**config.mk**
```make
export PLATFORM = sky130hd
export DESIGN_NAME = uart_cfg_regbank
export DESIGN_NICKNAME = d
export VERILOG_FILES = /design/src/rtl/uart_cfg_pkg.sv /design/src/rtl/uart_cfg_channel.sv /design/src/rtl/uart_cfg_regbank.sv
export SDC_FILE = /design/constraint.sdc
export NUM_CORES = 1
export LEC_CHECK = 0
export ABC_AREA = 1
export CAP_MARGIN = 20
export CORE_AREA = 2 2 80 52
export CTS_CLUSTER_SIZE = 40
export DETAILED_ROUTE_END_ITERATION = 7
export DIE_AREA = 0 0 82 54
export MAX_ROUTING_LAYER = met4
export PLACE_DENSITY = 0.82
export SLEW_MARGIN = 20
export SYNTH_ARGS = -nofsm -noshare
export SYNTH_HDL_FRONTEND = slang
export SYNTH_SLANG_ARGS = --single-unit
```
**constraint.sdc**
```tcl
create_clock -name clk_16bd -period 2.97 [get_ports clk_16bd]
set_input_delay 0.4455 -clock clk_16bd [delete_from_list [all_inputs] [get_ports clk_16bd]]
set_output_delay 0.4455 -clock clk_16bd [all_outputs]
set_load 0.005 [all_outputs]
```
**src/rtl/uart_cfg_pkg.sv**
```systemverilog
// Shared definitions for the UART configuration register bank: register
// addresses, per-channel configuration record with its reset value, the
// handshake FSM state encoding and an address-map helper.
package uart_cfg_pkg;

  localparam logic [3:0] ADDR_PAR    = 4'h9;
  localparam logic [3:0] ADDR_PTYPE  = 4'hA;
  localparam logic [3:0] ADDR_STOP   = 4'hB;
  localparam logic [3:0] ADDR_FLEN   = 4'hC;
  localparam logic [3:0] ADDR_COMMIT = 4'hD;
  localparam logic [3:0] ADDR_LOCK   = 4'hE;

  typedef struct packed {
    logic       parity;
    logic       parity_type;
    logic       stop_bits;
    logic [3:0] frame_length;
  } cfg_t;

  localparam cfg_t CFG_RST = '{parity: 1'b1, parity_type: 1'b0,
                               stop_bits: 1'b0, frame_length: 4'd8};

  typedef enum logic [1:0] {ST_IDLE, ST_RESP, ST_HOLD} state_t;

  function automatic logic addr_mapped(input logic [3:0] a);
    return (a >= ADDR_PAR) && (a <= ADDR_LOCK);
  endfunction

endpackage

```
**src/rtl/uart_cfg_channel.sv**
```systemverilog
// One channel's configuration state: shadow registers written by the host,
// active registers seen by TX/RX, commit-pending and sticky lock flags.
// Ports:
//   clk_16bd, rst  clock / async active-high reset
//   we             validated write strobe for this channel (top has already
//                  rejected locked / out-of-range / unmapped writes)
//   address, wd    register address and write data (low nibble)
//   ch_idle        no frame in flight; gates shadow->active transfer
//   active         configuration currently driven to TX/RX
//   locked         lock flag (write rejection is done in the top)
//   rd_val         read value for 'address', zero-extended to 4 bits
module uart_cfg_channel
  import uart_cfg_pkg::*;
(
  input  logic       clk_16bd,
  input  logic       rst,
  input  logic       we,
  input  logic [3:0] address,
  input  logic [3:0] wd,
  input  logic       ch_idle,
  output cfg_t       active,
  output logic       locked,
  output logic [3:0] rd_val
);

  cfg_t shadow;
  logic pending;

  always_ff @(posedge clk_16bd or posedge rst) begin
    if (rst) begin
      shadow  <= CFG_RST;
      active  <= CFG_RST;
      pending <= 1'b0;
      locked  <= 1'b0;
    end else begin
      // Transfer samples the pre-edge shadow, so a shadow write on the same
      // edge is not captured; it waits for the next commit.
      if (pending && ch_idle) begin
        active  <= shadow;
        pending <= 1'b0;
      end
      if (we) begin
        case (address)
          ADDR_PAR:    shadow.parity       <= wd[0];
          ADDR_PTYPE:  shadow.parity_type  <= wd[0];
          ADDR_STOP:   shadow.stop_bits    <= wd[0];
          ADDR_FLEN:   shadow.frame_length <= wd;
          // A new commit request overrides a same-edge transfer clear.
          ADDR_COMMIT: if (wd[0]) pending <= 1'b1;
          ADDR_LOCK:   if (wd[0]) locked  <= 1'b1;
          default: ;
        endcase
      end
    end
  end

  always_comb begin
    rd_val = 4'd0;
    case (address)
      ADDR_PAR:    rd_val = {3'd0, shadow.parity};
      ADDR_PTYPE:  rd_val = {3'd0, shadow.parity_type};
      ADDR_STOP:   rd_val = {3'd0, shadow.stop_bits};
      ADDR_FLEN:   rd_val = shadow.frame_length;
      ADDR_COMMIT: rd_val = {3'd0, pending};
      ADDR_LOCK:   rd_val = {3'd0, locked};
      default:     rd_val = 4'd0;
    endcase
  end

endmodule

```
**src/rtl/uart_cfg_regbank.sv**
```systemverilog
// Multi-channel UART configuration register bank with a valid/ack/nack
// handshake. A request is decoded and executed on the IDLE edge that sees
// valid; ack or nack pulses for the single RESP cycle; HOLD waits for valid
// to drop so a held strobe never repeats the access.
// Ports:
//   clk_16bd, rst         clock / async active-high reset
//   valid, wr, ch_sel,    request strobe, direction, channel, register
//   address, wdata        address and write data
//   rdata, ack, nack      response (rdata valid while ack high)
//   ch_idle               per-channel idle from TX/RX
//   parity, parity_type,  active per-channel settings; frame_length has
//   stop_bits,            channel n at bits [4n+3:4n]
//   frame_length
module uart_cfg_regbank
  import uart_cfg_pkg::*;
#(
  parameter int NUM_CH = 2,
  parameter int DATA_W = 4,
  parameter int FL_MIN = 5,
  parameter int FL_MAX = 9,
  localparam int CH_W  = (NUM_CH > 1) ? $clog2(NUM_CH) : 1
) (
  input  logic                  clk_16bd,
  input  logic                  rst,
  input  logic                  valid,
  input  logic                  wr,
  input  logic [CH_W-1:0]       ch_sel,
  input  logic [3:0]            address,
  input  logic [DATA_W-1:0]     wdata,
  output logic [DATA_W-1:0]     rdata,
  output logic                  ack,
  output logic                  nack,
  input  logic [NUM_CH-1:0]     ch_idle,
  output logic [NUM_CH-1:0]     parity,
  output logic [NUM_CH-1:0]     parity_type,
  output logic [NUM_CH-1:0]     stop_bits,
  output logic [4*NUM_CH-1:0]   frame_length
);

  state_t state, state_n;

  logic [NUM_CH-1:0]      sel, locked, we;
  logic [NUM_CH-1:0][3:0] rd_val;
  cfg_t [NUM_CH-1:0]      act;
  logic [3:0]             sel_rd;
  logic                   sel_lock, ch_ok, fl_bad, req_ok, access;

  // Channel select is one-hot over existing channels only, so an
  // out-of-range ch_sel selects nothing and is rejected via ch_ok.
  always_comb begin
    sel      = '0;
    sel_lock = 1'b0;
    sel_rd   = 4'd0;
    for (int i = 0; i < NUM_CH; i++) begin
      sel[i]   = (int'(ch_sel) == i);
      sel_lock = sel_lock | (sel[i] & locked[i]);
      sel_rd   = sel_rd | (rd_val[i] & {4{sel[i]}});
    end
    ch_ok  = |sel;
    // Range check uses the full wdata so high bits cannot alias a legal value.
    fl_bad = wr && (address == ADDR_FLEN) &&
             ((int'(wdata) < FL_MIN) || (int'(wdata) > FL_MAX));
    req_ok = ch_ok && addr_mapped(address) && !(wr && (sel_lock || fl_bad));
    access = (state == ST_IDLE) && valid;
    we     = (access && wr && req_ok) ? sel : '0;
  end

  always_comb begin
    state_n = state;
    case (state)
      ST_IDLE: if (valid)  state_n = ST_RESP;
      ST_RESP:             state_n = ST_HOLD;
      ST_HOLD: if (!valid) state_n = ST_IDLE;
      default:             state_n = ST_IDLE;
    endcase
  end

  always_ff @(posedge clk_16bd or posedge rst) begin
    if (rst) begin
      state <= ST_IDLE;
      ack   <= 1'b0;
      nack  <= 1'b0;
      rdata <= '0;
    end else begin
      state <= state_n;
      ack   <= access && req_ok;
      nack  <= access && !req_ok;
      rdata <= (access && req_ok && !wr) ? DATA_W'(sel_rd) : '0;
    end
  end

  for (genvar g = 0; g < NUM_CH; g++) begin : g_ch
    uart_cfg_channel u_ch (
      .clk_16bd (clk_16bd),
      .rst      (rst),
      .we       (we[g]),
      .address  (address),
      .wd       (wdata[3:0]),
      .ch_idle  (ch_idle[g]),
      .active   (act[g]),
      .locked   (locked[g]),
      .rd_val   (rd_val[g])
    );
    assign parity[g]             = act[g].parity;
    assign parity_type[g]        = act[g].parity_type;
    assign stop_bits[g]          = act[g].stop_bits;
    assign frame_length[4*g +: 4] = act[g].frame_length;
  end

endmodule
```
==> run summary, run 1 <==
status: finished clean
grt ovf: 0
CTS tree: yes
diodes inserted: 0
post-synthesis mux area share: 0
Post-CTS Resized: 0
Sink Count: 40
P_sw: 0.2957 mW
die area: 0.004428 mm²
clk buf depth: 2
Final Net Count: 278
Vias/cell: 5.000
initial antenna violation count: 0
power per cell area: 450.1 mW/mm²
hold slack: 446.4 ps
vias: 1,565
final setup violation count: 0
Post-Synth Simple-Gate Area: 0.2761
leakage: 1.174 nW
H-tree levels: 2
final hold vios: 0
largest net degree at the start of global routing: 41
Post-Route WL: 4039 µm
sequential cell area fraction in the yosys report: 0.5104
R2R depth: 6
clk_lat worst skew: 290 ps
largest fanout on the critical path: 12
starting density of the core: 0.5235
GPL Wtd Cong: 0.9423
DR iter-0 viols: 129
post-route insts no fill: 313
Data arrival, critical path: 2120 ps
Post CTS Setup Buffer Count: 0
DIE HEIGHT: 54 µm
Setup crit start kind: input pin
peak supply drop: 0.3022 mV
vias in the first global route: 1,456
CP Class: in -> reg
first-pass GRT wire length: 6927 µm
GRT Total Usage: 0.2251
Post-DP HPWL: 3014 µm
syn nets: 240
Required @ worst endpoint: 3150 ps
commonest non-fill, non-tap cell in the layout: nand2_1
clock power share: 0.311
Max-Cap Viols: 0
Ports: 35
DP Cell Count: 306
hold_buf cts: 0
worst clock skew: 6.868 ps
sequential share of power: 0.538
period utilization: 0.6541
Internal: 0.8110 mW
Mapped Cells: 225
Tmin final: 1943 ps
Hold Path Stages: 1
relative slew slack: 0.6439
setup TNS: 0 ps
post-synthesis sequential element count: 40
Sw Ratio: 0.2672
Synth-to-Final Area Change: 24.13%
drt drc: 0
Cell Rows: 18
CTS Buf Count: 5
Slew Limit Fails: 0
Mapped Area: 0.001981 mm²
yosys warns: 0
Gate power share: 0.151
root buffer cell: clkbuf_8
syn avg cell area: 8.803 µm²
IO Port Bufs: 34
layout cell share with drive strength beyond 1: 0.1483
Die X: 82 µm
HP Class: reg -> reg
core area: 0.003784 mm²
Synth Area in XOR/XNOR: 0
slew of the pin with the lowest slew margin: 532.4 ps
first drt pass iteration count: 4
RSZ-0062 raised after global routing: false
routed len/inst: 12.90 µm
compound-gate portion of the synthesized area: 0.1308
unique cell type count in the Yosys netlist: 24
Highest Clock Rate: 0.5147 GHz
commonest cells after routing, fill and taps aside: 52 x nand2_1, 37 x inv_1, 34 x clkdlybuf4s50_1, 32 x dfrtp_1
largest family of logic cells by synthesized area: simple AND/OR/NAND/NOR gates
Adder-Cell Fraction of Synth Area: 0
Reg clk slew, reported paths: 70 ps
Routed Antenna Nets: 0
Worst Setup End Kind: flip-flop
sequential cells by signal, summed over array words and instances (netlist names):
register / flops
ack: 1
g_ch.u_ch.active: 14
rdata: 4
g_ch.u_ch.shadow: 14
nack: 1
g_ch.u_ch.pending: 2
g_ch.u_ch.locked: 2
state: 2
cell families (layout without fill, tap and decap cells):
| group | Yosys count | count (layout) |
|---|---|---|
| compound gates | 42 | 42 |
| buf+inv | 43 | 81 |
| simple gates | 100 | 100 |
| flops | 40 | 40 |
stage by stage:
stage / util / setup WS (ps) / instance area (µm²) / power (mW)
3_5_place_dp: 0.6283 / 714.1 / 2377 / 0.7737
5_1_grt: 0.6498 / 859.7 / 2459 / 1.167
2_1_floorplan: - / 1523 / 1981 / 0.7018
4_1_cts: 0.6498 / 1018 / 2459 / 1.117
6_report: 0.6498 / 1027 / 2459 / 1.107
3_3_place_gp: 0.6283 / 767.9 / 2377 / 0.7681
cell type report:
| class | count | area, µm² |
|---|---|---|
| clock buffers | 5 | 68.82 |
| clock inverters | 2 | 12.51 |
| fillers | 318 | 1325 |
| inverters | 38 | 142.6 |
| multi-input cells | 142 | 805.8 |
| flip-flops and latches | 40 | 1011 |
| well taps | 50 | 62.56 |
| repair buffers | 36 | 355.3 |
routing by layer:
metal,part of all wire,global-route usage
met2,0.42,0.3076
met4,0.0099,0.07500
met3,0.045,0.06376
met5,0,-
met1,0.53,0.3208
path summary, 6_finish.rpt:
check	startpoint	end	slack (ps)
worst max-delay path	ch_sel	g_ch[1].u_ch.shadow[1]	1030
worst min register to register	state[1]	state[1]	450
max in group asynchronous	rst	g_ch[0].u_ch.active[3]	2040
worst max register to register	state[0]	g_ch[1].u_ch.shadow[1]	1410
min in group asynchronous	rst	g_ch[1].u_ch.active[1]	580
worst min-delay path	state[1]	state[1]	450
synthesized netlist by cell type (all sizes together):
cell type,instances,area (µm²)
nand4,2,25.02
a21oi,3,15.01
nand3b,1,7.510
o21bai,14,105.1
dfstp,8,210.2
buf,2,10.01
nand3,24,137.6
clkbuf,3,11.26
o21ai,23,126.4
nor3,4,40.04
o22ai,2,12.51
nor2,11,88.84
dfrtp,32,800.8
inv,38,142.6
nand2,58,247.7
worst max-delay path: stages:
cell and delay [ps]:
clkdlybuf4s50_1 800, nand2_1 100, o21ai_0 110, nand2_2 90, nand2_4 110, nand4_2 180, o21bai_1 210, nand2_1 80
power groups by stage:
stage | Combinational (mW) | Clock, mW | Sequential (mW)
after floorplan | 0.0969 | 0 | 0.605
after global placement | 0.163 | 0 | 0.605
after detailed placement | 0.168 | 0 | 0.605
after CTS | 0.169 | 0.353 | 0.595
after global routing | 0.188 | 0.379 | 0.600
final | 0.167 | 0.344 | 0.596
(Power assumes the default switching activity.)
==> run 2, diff against run 1 <==
CORE_AREA = 2 2 87 56   (was 2 2 80 52)
DIE_AREA = 0 0 89 58   (was 0 0 82 54)
PLACE_DENSITY = 0.74   (was 0.82)
clock period = 1.7 ns   (was 2.97 ns; I/O delays follow)
==> run summary, run 2 (synthesis results as in run 1) <==
Worst Setup End Kind: primary output
Filler Cells Inserted: 395
routed len/inst: 12.29 µm
drt drc: 0
first drt pass iteration count: 4
largest registers: g_ch.u_ch.active (14), g_ch.u_ch.shadow (14), rdata (4)
final setup violation count: 0
grt ovf: 0
Gate power share: 0.169
initial antenna violation count: 0
Setup crit start kind: flip-flop
clk_lat worst skew: 300 ps
worst r2r src: state[0]
commonest non-fill, non-tap cell in the layout: nand2_1
reg2reg setup slack: 170 ps
Vias/cell: 4.759
vias in the first global route: 1,555
Buf/Inv on CP: 1
P_sw: 0.5361 mW
Placement Setup Slack: -197.2 ps
crit path cell chain: clkdlybuf4s50_1
diodes inserted: 0
CTS tree: yes
Required @ worst endpoint: 1440 ps
relative slew slack: 0.7404
worst clock skew: 6.632 ps
clock power share: 0.307
slowest stage delay, CP: 540 ps
Sw Ratio: 0.2703
layout cell share with drive strength beyond 1: 0.2028
GPL Wtd Cong: 0.8286
Post-DP HPWL: 3170 µm
Reg clk slew, reported paths: 80 ps
total power: 1.983 mW
peak supply drop: 0.5139 mV
HP Class: in -> async
DR iter-0 viols: 53
Final Util: 0.6047
Data arrival, critical path: 1330 ps
Ports: 35
IO Port Bufs: 34
CP Class: reg -> out
R2R depth: 7
commonest cells after routing, fill and taps aside: 52 x nand2_1, 37 x inv_1, 34 x clkdlybuf4s50_1, 32 x dfrtp_1
starting density of the core: 0.4528
Crit Reg-Reg Endpoint: g_ch[0].u_ch.shadow[5]
leakage: 1.251 nW
CTS Buf Count: 5
core area: 0.004374 mm²
Final Net Count: 296
first-pass GRT wire length: 7044 µm
hold_buf cts: 0
root buffer cell: clkbuf_8
largest net degree at the start of global routing: 41
sequential share of power: 0.525
die area: 0.005162 mm²
power per cell area: 749.8 mW/mm²
Highest Clock Rate: 0.6316 GHz
Max-Cap Viols: 0
CP top delay family: flip-flops
Post-Route WL: 4228 µm
DIE HEIGHT: 58 µm
H-tree levels: 2
final worst slack: 116.6 ps
Sink Count: 40
GRT Total Usage: 0.1882
status: finished clean
period utilization: 0.9314
largest fanout on the critical path: 2
RSZ-0062 raised after global routing: false
Cell Rows: 19
Internal: 1.447 mW
Tmin final: 1583 ps
vias: 1,637
Synth-to-Final Area Change: 33.54%
Slew Limit Fails: 0
Slowest-stage cell, CP: dfstp_2
clk buf depth: 2
Die X: 89 µm
Routed Antenna Nets: 0
slew of the pin with the lowest slew margin: 388.5 ps
final hold vios: 0
-- run 2: layout make-up --
| cell class | count | area, µm² | share of cell area |
|---|---|---|---|
| multi-input cells | 142 | 828.3 | 0.3131 |
| clock buffers | 5 | 68.82 | 0.02602 |
| well taps | 63 | 78.83 | 0.02980 |
| repair buffers | 54 | 503.0 | 0.1902 |
| inverters | 38 | 142.6 | 0.05393 |
| flip-flops and latches | 40 | 1011 | 0.3822 |
| clock inverters | 2 | 12.51 | 0.004730 |
-- run 2: layer usage --
layer | vias to the layer above | GRT usage | share of wire
li1 | 827 | - | -
met1 | 763 | 0.2675 | 0.50
met2 | 42 | 0.2676 | 0.43
met3 | 5 | 0.04843 | 0.063
met4 | 0 | 0.05544 | 0.011
met5 | - | - | 0
-- run 2: how the worst max path moves through the flow --
stage                                      start                endpoint  depth (start not counted)
after floorplan                         state[0]  g_ch[0].u_ch.shadow[0]                          6
after global placement                address[3]  g_ch[0].u_ch.shadow[0]                          8
after detailed placement              address[3]  g_ch[0].u_ch.shadow[5]                          8
after CTS                 g_ch[0].u_ch.active[3]         frame_length[3]                          1
after global routing                  address[3]  g_ch[1].u_ch.shadow[4]                          9
final                     g_ch[0].u_ch.active[3]         frame_length[3]                          1
-- run 2: metrics by stage --
stage,instances,cell area [µm²],hold WS [ps],setup TNS (ps)
after floorplan,225,1981,366.5,0
after global placement,337,2541,439.9,-1777
after detailed placement,337,2541,442.2,-2557
after CTS,344,2623,334.0,0
after global routing,344,2645,339.5,0
final,344,2645,321.1,0
-- run 2: worst register-to-register path: stages (launching register included) --
cell	delay [ps]
dfrtp_1	380
nor2_1	140
nand2_1	110
nor2_2	300
nand3_4	180
nor2_8	190
nand3_1	100
nand2_1	80
-- run 2: power by group through the flow --
| stage | Combinational, mW | Clock [mW] | Sequential [mW] |
|---|---|---|---|
| floorplan | 0.169 | 0 | 1.06 |
| global placement | 0.321 | 0 | 1.06 |
| finish | 0.335 | 0.608 | 1.04 |
| detailed placement | 0.329 | 0 | 1.06 |
| CTS | 0.329 | 0.621 | 1.04 |
| global route | 0.373 | 0.662 | 1.05 |
-- run 2: timing repair --
| action | CTS | global route |
|---|---|---|
| resized for setup | 0 | 3 |
| setup endpoints to repair | 0 | 11 |
| setup buffers | 0 | 0 |
